--- src/rtl/op_solve.sv ---
// Digit-serial inverse of the operand-combining unit: recovers a from z = f(a,b) and flags
// results that no 32-bit a could have produced.
//
// state | meaning
// IDLE  | in_ready high, waiting for a request
// CALC  | one DIGIT_W slice per cycle, LSB first, carry/borrow registered between slices
// FIN   | final shift and range checks, load a_out/err_out
// DONE  | out_valid high, result held until out_ready
module op_solve #(
  parameter int OPERATION_TYPE = 0,
  parameter int DIGIT_W        = 8
) (
  input  logic        clk,
  input  logic        rst_n,
  input  logic        in_valid,
  output logic        in_ready,
  input  logic [63:0] z_in,
  input  logic [31:0] b_in,
  output logic        out_valid,
  input  logic        out_ready,
  output logic [31:0] a_out,
  output logic        err_out,
  output logic        busy
);

  localparam int NUM_DIGITS = 64 / DIGIT_W;
  localparam int CNT_W      = (NUM_DIGITS > 1) ? $clog2(NUM_DIGITS) : 1;
  localparam logic [CNT_W-1:0] LAST_DIGIT = CNT_W'(NUM_DIGITS - 1);

  typedef enum logic [1:0] {IDLE, CALC, FIN, DONE} state_t;

  state_t             state, state_nxt;
  logic               accept, load_result, last_digit;
  logic [CNT_W-1:0]   cnt;
  logic [63:0]        z_sr, b_sr, r_sr;
  logic               carry, or_acc;

  logic [DIGIT_W-1:0] z_dig, b_dig, keep_mask;
  logic [DIGIT_W:0]   dig_sum;
  logic [63:0]        sum_ext, r_nxt, z_rot, b_rot;
  logic [31:0]        a_nxt;
  logic               err_nxt;

  always_ff @(posedge clk or negedge rst_n) begin
    if (!rst_n) state <= IDLE;
    else        state <= state_nxt;
  end

  always_comb begin
    state_nxt   = state;
    in_ready    = 1'b0;
    out_valid   = 1'b0;
    busy        = 1'b1;
    accept      = 1'b0;
    load_result = 1'b0;
    case (state)
      IDLE: begin
        in_ready = 1'b1;
        busy     = 1'b0;
        if (in_valid) begin
          accept    = 1'b1;
          state_nxt = CALC;
        end
      end
      CALC: if (last_digit) state_nxt = FIN;
      FIN: begin
        load_result = 1'b1;
        state_nxt   = DONE;
      end
      DONE: begin
        out_valid = 1'b1;
        if (out_ready) state_nxt = IDLE;
      end
      default: state_nxt = IDLE;
    endcase
  end

  assign last_digit = (cnt == LAST_DIGIT);

  // z and b rotate rather than shift so their original values are back in place at FIN.
  always_comb begin
    z_dig     = z_sr[DIGIT_W-1:0];
    b_dig     = b_sr[DIGIT_W-1:0];
    keep_mask = '1;
    if (last_digit) keep_mask[DIGIT_W-1] = 1'b0;
    case (OPERATION_TYPE)
      0:       dig_sum = '0;
      1:       dig_sum = {1'b0, z_dig} + {1'b0, b_dig} + {{DIGIT_W{1'b0}}, carry};
      2:       dig_sum = {1'b0, z_dig} - {1'b0, b_dig} - {{DIGIT_W{1'b0}}, carry};
      default: dig_sum = {1'b0, b_dig} - {1'b0, z_dig} - {{DIGIT_W{1'b0}}, carry};
    endcase
    sum_ext                = '0;
    sum_ext[DIGIT_W-1:0]   = dig_sum[DIGIT_W-1:0];
    r_nxt = (r_sr >> DIGIT_W) | (sum_ext << (64 - DIGIT_W));
    z_rot = (z_sr >> DIGIT_W) | (z_sr << (64 - DIGIT_W));
    b_rot = (b_sr >> DIGIT_W) | (b_sr << (64 - DIGIT_W));
  end

  always_comb begin
    case (OPERATION_TYPE)
      0: begin
        a_nxt   = {31'b0, z_sr[63]};
        err_nxt = or_acc | (z_sr[63] & ~b_sr[0]);
      end
      2: begin
        a_nxt   = r_sr[32:1];
        err_nxt = carry | r_sr[0] | (|r_sr[63:33]);
      end
      default: begin
        a_nxt   = r_sr[31:0];
        err_nxt = |r_sr[63:32];
      end
    endcase
  end

  always_ff @(posedge clk or negedge rst_n) begin
    if (!rst_n) begin
      z_sr    <= '0;
      b_sr    <= '0;
      r_sr    <= '0;
      carry   <= 1'b0;
      or_acc  <= 1'b0;
      cnt     <= '0;
      a_out   <= '0;
      err_out <= 1'b0;
    end else begin
      if (accept) begin
        z_sr   <= z_in;
        b_sr   <= {32'b0, b_in};
        r_sr   <= '0;
        carry  <= 1'b0;
        or_acc <= 1'b0;
        cnt    <= '0;
      end else if (state == CALC) begin
        z_sr   <= z_rot;
        b_sr   <= b_rot;
        r_sr   <= r_nxt;
        carry  <= dig_sum[DIGIT_W];
        or_acc <= or_acc | (|(z_dig & keep_mask));
        cnt    <= cnt + 1'b1;
      end
      if (load_result) begin
        a_out   <= a_nxt;
        err_out <= err_nxt;
      end
    end
  end

endmodule

--- config.mk ---
export PLATFORM = sky130hd
export DESIGN_NAME = op_solve
export DESIGN_NICKNAME = d
export VERILOG_FILES = /design/src/rtl/op_solve.sv
export SDC_FILE = /design/constraint.sdc
export NUM_CORES = 1
export LEC_CHECK = 0
export ABC_AREA = 1
export CORE_AREA = 3 3 99 101
export CTS_CLUSTER_DIAMETER = 200
export CTS_CLUSTER_SIZE = 16
export DETAILED_ROUTE_END_ITERATION = 8
export DIE_AREA = 0 0 102 104
export GPL_TIMING_DRIVEN = 0
export PLACE_DENSITY = 0.78
export SYNTH_ARGS = -nofsm -noshare
export SYNTH_HDL_FRONTEND = slang
export SYNTH_SLANG_ARGS = --single-unit
--- constraint.sdc ---
create_clock -name clk -period 3.62 [get_ports clk]
set_clock_uncertainty 0.15 [all_clocks]
set_input_delay 0.905 -clock clk [delete_from_list [all_inputs] [get_ports clk]]
set_output_delay 0.905 -clock clk [all_outputs]
set_load 0.01 [all_outputs]
# --- After elaboration in Yosys (flattened, before gate mapping) ---
# Index checks and enable logic that the tools add are counted.
totals:
  reg_bits: 136
  input_bits: 100
  output_inout_bits: 36
  wordCells: 45
op_classes:
  n_addsub: 1
  eq_ne: 7
  mux: 19
  n_bitwise: 7
  n_reduce_logical: 4
ops:
  columns: ["cell", "n"]
  rows:
  - ["$mux W64", 4]
  - ["$or A56 B64 Y64", 2]
  - ["$mux W1", 9]
  - ["$and A8 B8 Y8", 1]
  - ["$pmux W2 S4", 1]
  - ["$reduce_or A8 Y1", 1]
  - ["$mux W2", 3]
  - ["$mux W3", 2]
  - ["$ne A2 B2 Y1 const B", 3]
  - ["$eq A2 B2 Y1 const B", 2]
  - ["$add A3 B1 Y3 const B", 1]
  - ["$eq A3 B3 Y1 const B", 1]
  - ["$reduce_and A3 Y1", 1]
  - ["$eq A2 B1 Y1 const B", 1]
  - ["$logic_not A2 Y1", 1]
  - ["$or A1 B1 Y1", 2]
  - ["$reduce_bool A2 Y1", 1]
  - ["$and A1 B1 Y1", 1]
  - ["$not A1 Y1", 1]

# --- Depth between registers and ports, before layout ---
depth:
  depth_word: 7
  ltp_mapped: 9
  mapped_depth_nobuf: 7

# --- Least setup slack after synthesis ---
# OpenSTA, ideal clock, no wires.
synth_timing:
  kind: "flip-flop to output port"
  startpoint: "register state[0]"
  endpoint: "output port busy"
  t_arrival_ps: 829
  t_required_ps: 2565
  path_slack_ps: 1736
  path_stages_with_launch: 4
  cell_sequence: "dfrtp_1 inv_1 ha_1 inv_1"
synth_between:
  elab_chain_len: 2
synth_rtl:
  columns: ["element", "line_no", "text"]
  rows:
  - ["start, declared", "32", "state_t state, state_nxt;"]
  - ["start signal, assigned", "46", "else state <= state_nxt;"]
  - ["$logic_not A2 Y1", "56", "case (state)"]
  - ["$mux W1", "56", null]
  - ["end, declared", "23", "output logic busy"]
# Every way passes these cells.

# --- Final worst setup path ---
# Same ends and word-level chain as after synthesis.

==> summary.md <==
| Metric | Value |
|---|---|
| Type of the worst min-delay path | `in -> async` |
| Largest net degree at the start of global routing | `53` |
| Crit path max fanout | `4` |
| Top_reg_cell synth | `dfrtp_1` |
| Max Fclk | `0.358 GHz` |
| Crit path max-delay cell type | `clkdlybuf4s50_1` |
| Pre-Repair DR Iteration Count | `5` |
| GR peak layer | `met2` |
| Post-synth EDFFs | `0` |
| Cts bufs inserted | `9` |
| Layout Cells excl Fill | `708` |
| DR WL/cell | `14.2 µm` |
| Via count | `3,581` |
| DIE AREA | `10,600 µm²` |
| Slowest Stage Delay on Critical Path | `0.54 ns` |
| Clock power frac | `18.1%` |
| Number of fill cells in the layout | `824` |
| CP top delay family | `buffers and inverters` |
| # H-tree levels | `3` |
| GR Util met3 | `4.63%` |
| Placed insts | `692` |
| Core region area | `9110 µm²` |
| CP Capture Type | `output pin` |
| First-pass GRT wire length | `16,400 µm` |
| Tcrit/Tclk final | `77.1%` |
| Die Y-Extent | `104 µm` |
| Startpoint class of the critical path | `flip-flop` |
| Remaining global-route overflow | `0` |
| FF+latch count, synth | `80` |
| Post-CTS Resized | `0` |
| Nets@finish | `698` |
| Synth area leaders | `dfrtp_1 50%, o21ai_1 10%, o21ai_0 7.2%, buf_4 6.6%, inv_1 5.6%` |
| Design Power | `4370 µW` |
| Total track usage | `19.2%` |
| Cell Area, Synth | `4010 µm²` |
| Hold WS | `0.324 ns` |
| Critical-path cell list | `inv_1 -> ha_1 -> inv_1 -> clkdlybuf4s50_1` |
| CP Buf/Inv Count | `3` |
| Clk root buf | `clkbuf_8` |
| Die W | `102 µm` |
| Setup repair bufs after CTS | `0` |
| CTS max path bufs | `2` |
| Initial antenna violation count | `0` |
| Switch share | `39.7%` |
| # IOs | `136` |
| Tmin final | `2.79 ns` |
| Lkg Pwr | `0.00249 µW` |
| GR Layer Usage met1 | `28.0%` |
| Sequential area share after synthesis | `49.9%` |
| CTS tree | `yes` |
| RSZ-0062 raised after global routing | `no` |
| Post-synth top area cell | `dfrtp_1` |
| Final WL | `10,100 µm` |
| Met2 Usage GRT | `28.6%` |
| Top-area cell type share of the netlist area | `49.9%` |
| DR vias/cell | `5.06` |
| Synth top cells by count | `82 x o21ai_1, 80 x dfrtp_1, 60 x inv_1` |
| Run status | `finished, final reports clean` |
| Sequential power share | `36.4%` |
| Vias in the first global route | `3,405` |
| Distinct cells, synth | `20` |
| Row count | `35` |
| Crit-path most repeated cell | `inv_1` |
| Cts hold-fix bufs | `0` |
| Comb power frac | `45.5%` |
| HPWL after detailed placement | `7580 µm` |
| # DRC | `0` |
| Internal power | `2640 µW` |
| Syn Inst Count | `474` |
| Antenna Cells | `0` |
| CP required | `2.56 ns` |
| Critical path type | `reg -> out` |
| Share of synthesized registers carrying an async set or reset | `100%` |
| Pins Over Slew Limit | `0` |
| PortBufs | `76` |
| Reg clk slew, reported paths | `0.08 ns` |
| Top-count cell post-synth | `o21ai_1` |
| Antenna Nets Post-Route | `0` |
| Clk Latency, worst-skew pair | `0.36 ns` |
| Yosys Warn Count | `0` |
| Net Switching | `1740 µW` |
| Worst EP arrival | `1.74 ns` |
| Max-Cap Viols | `0` |
| Syn Area/Cell | `8.46 µm²` |
| Peak VDD IR | `0.279 mV` |
| Initial Utilization | `44.0%` |
| Placer Congestion | `0.844` |
| Area used by multi-input combinational logic | `1460 µm²` |
| Register Area | `2000 µm²` |
| Final Hold Violating Endpoints | `0` |
| # clock sinks | `80` |
| Cell area power density | `826 nW/µm²` |
| Area growth syn-to-layout | `31.9%` |
| # setup viols final | `0` |
| Iter 0 DRT Violations | `222` |
| Layout cells sized above 1 | `13.4%` |
==> per-stage QoR <==
step | worst slack (ns) | area (µm²) | util [%] | setup TNS, ns
after global routing | 0.741 | 5290 | 58.1 | 0
after CTS | 0.811 | 5290 | 58.1 | 0
final | 0.829 | 5290 | 58.1 | 0
after global placement | -1.21 | 5020 | 55.1 | -96.41
after detailed placement | 1.16 | 5050 | 55.4 | 0
after floorplan | 1.74 | 4120 | - | 0
==> placed cells by master (no fill, tap or decap), types with 2 or more instances in the layout <==
cell             instances
a21oi_1                 35
inv_1                   60
inv_2                    2
buf_2                   16
clkbuf_8                 9
nand2_1                 33
buf_4                   36
nor2_1                  33
bufinv_16                3
buf_6                    6
conb_1                  31
o21ai_1                 82
clkdlybuf4s50_1         75
o211ai_1                 9
clkbuf_1                 4
nand2_2                  2
o21ai_0                 58
ha_1                     6
dfrtp_1                 80
nand3_1                  9
clkinv_4                 2
==> logic make-up after synthesis <==
family	count (synthesis)	share of synthesized area [%]
compound gates	185	23.7
buf+inv	124	16.5
flops	80	49.9
simple gates	77	7.61
fa+ha+maj	6	1.87
xor+xnor	1	0.218
other cells	1	0.0935
==> worst register-to-register path, cell delays in order (launching register included) <==
cell and delay [ns]:
dfrtp_1 0.40, inv_1 0.08, ha_1 0.27, nand2_2 0.12
buf_6 0.16, buf_2 0.23, o21ai_0 0.11, o21ai_1 0.12
o21ai_0 0.11
==> power groups by stage <==
stage | clock network (µW) | logic (µW) | registers, µW
CTS | 806 | 1990 | 1590
finish | 793 | 1990 | 1590
detailed placement | 0 | 1970 | 1610
global placement | 0 | 1890 | 1590
global route | 845 | 2270 | 1630
floorplan | 0 | 1430 | 1530
==> registers in the layout (all words and copies together) (netlist names) <==
signal and cells:
z_sr 64, b_sr 8, cnt 3, state 2, a_out 1, err_out 1, or_acc 1
==> final timing paths <==
| path | from | endpoint | slack [ns] | depth (start not counted) |
|---|---|---|---|---|
| min | rst_n | z_sr[44]$_DFFE_PN0P_ | 0.32 | 1 |
| max reg2reg | state[0]$_DFFE_PN0P_ | z_sr[41]$_DFFE_PN0P_ | 1.75 | 8 |
| max in group asynchronous | rst_n | z_sr[17]$_DFFE_PN0P_ | 2.42 | 2 |
| min in group clk | or_acc$_DFFE_PN0P_ | err_out$_DFFE_PN0P_ | 0.37 | 2 |
| max | state[0]$_DFFE_PN0P_ | busy | 0.83 | 4 |
| min reg2reg | or_acc$_DFFE_PN0P_ | err_out$_DFFE_PN0P_ | 0.37 | 2 |
==> routing by layer <==
metal,vias up,wire length [µm]
li1,1727,-
met1,1692,4380
met2,144,4810
met3,18,696
met4,0,168
met5,-,0
==> cell type report <==
type                       instances  area share [%]
sequential                        80            37.8
multi-input combinational        300            27.5
timing repair buffer              77            14.8
buffer                            62            8.13
inverter                          62            4.40
tap                              111            2.62
clock buffer                       9            2.34
clock inverter                     7            2.27
(Power assumes the default switching activity.)
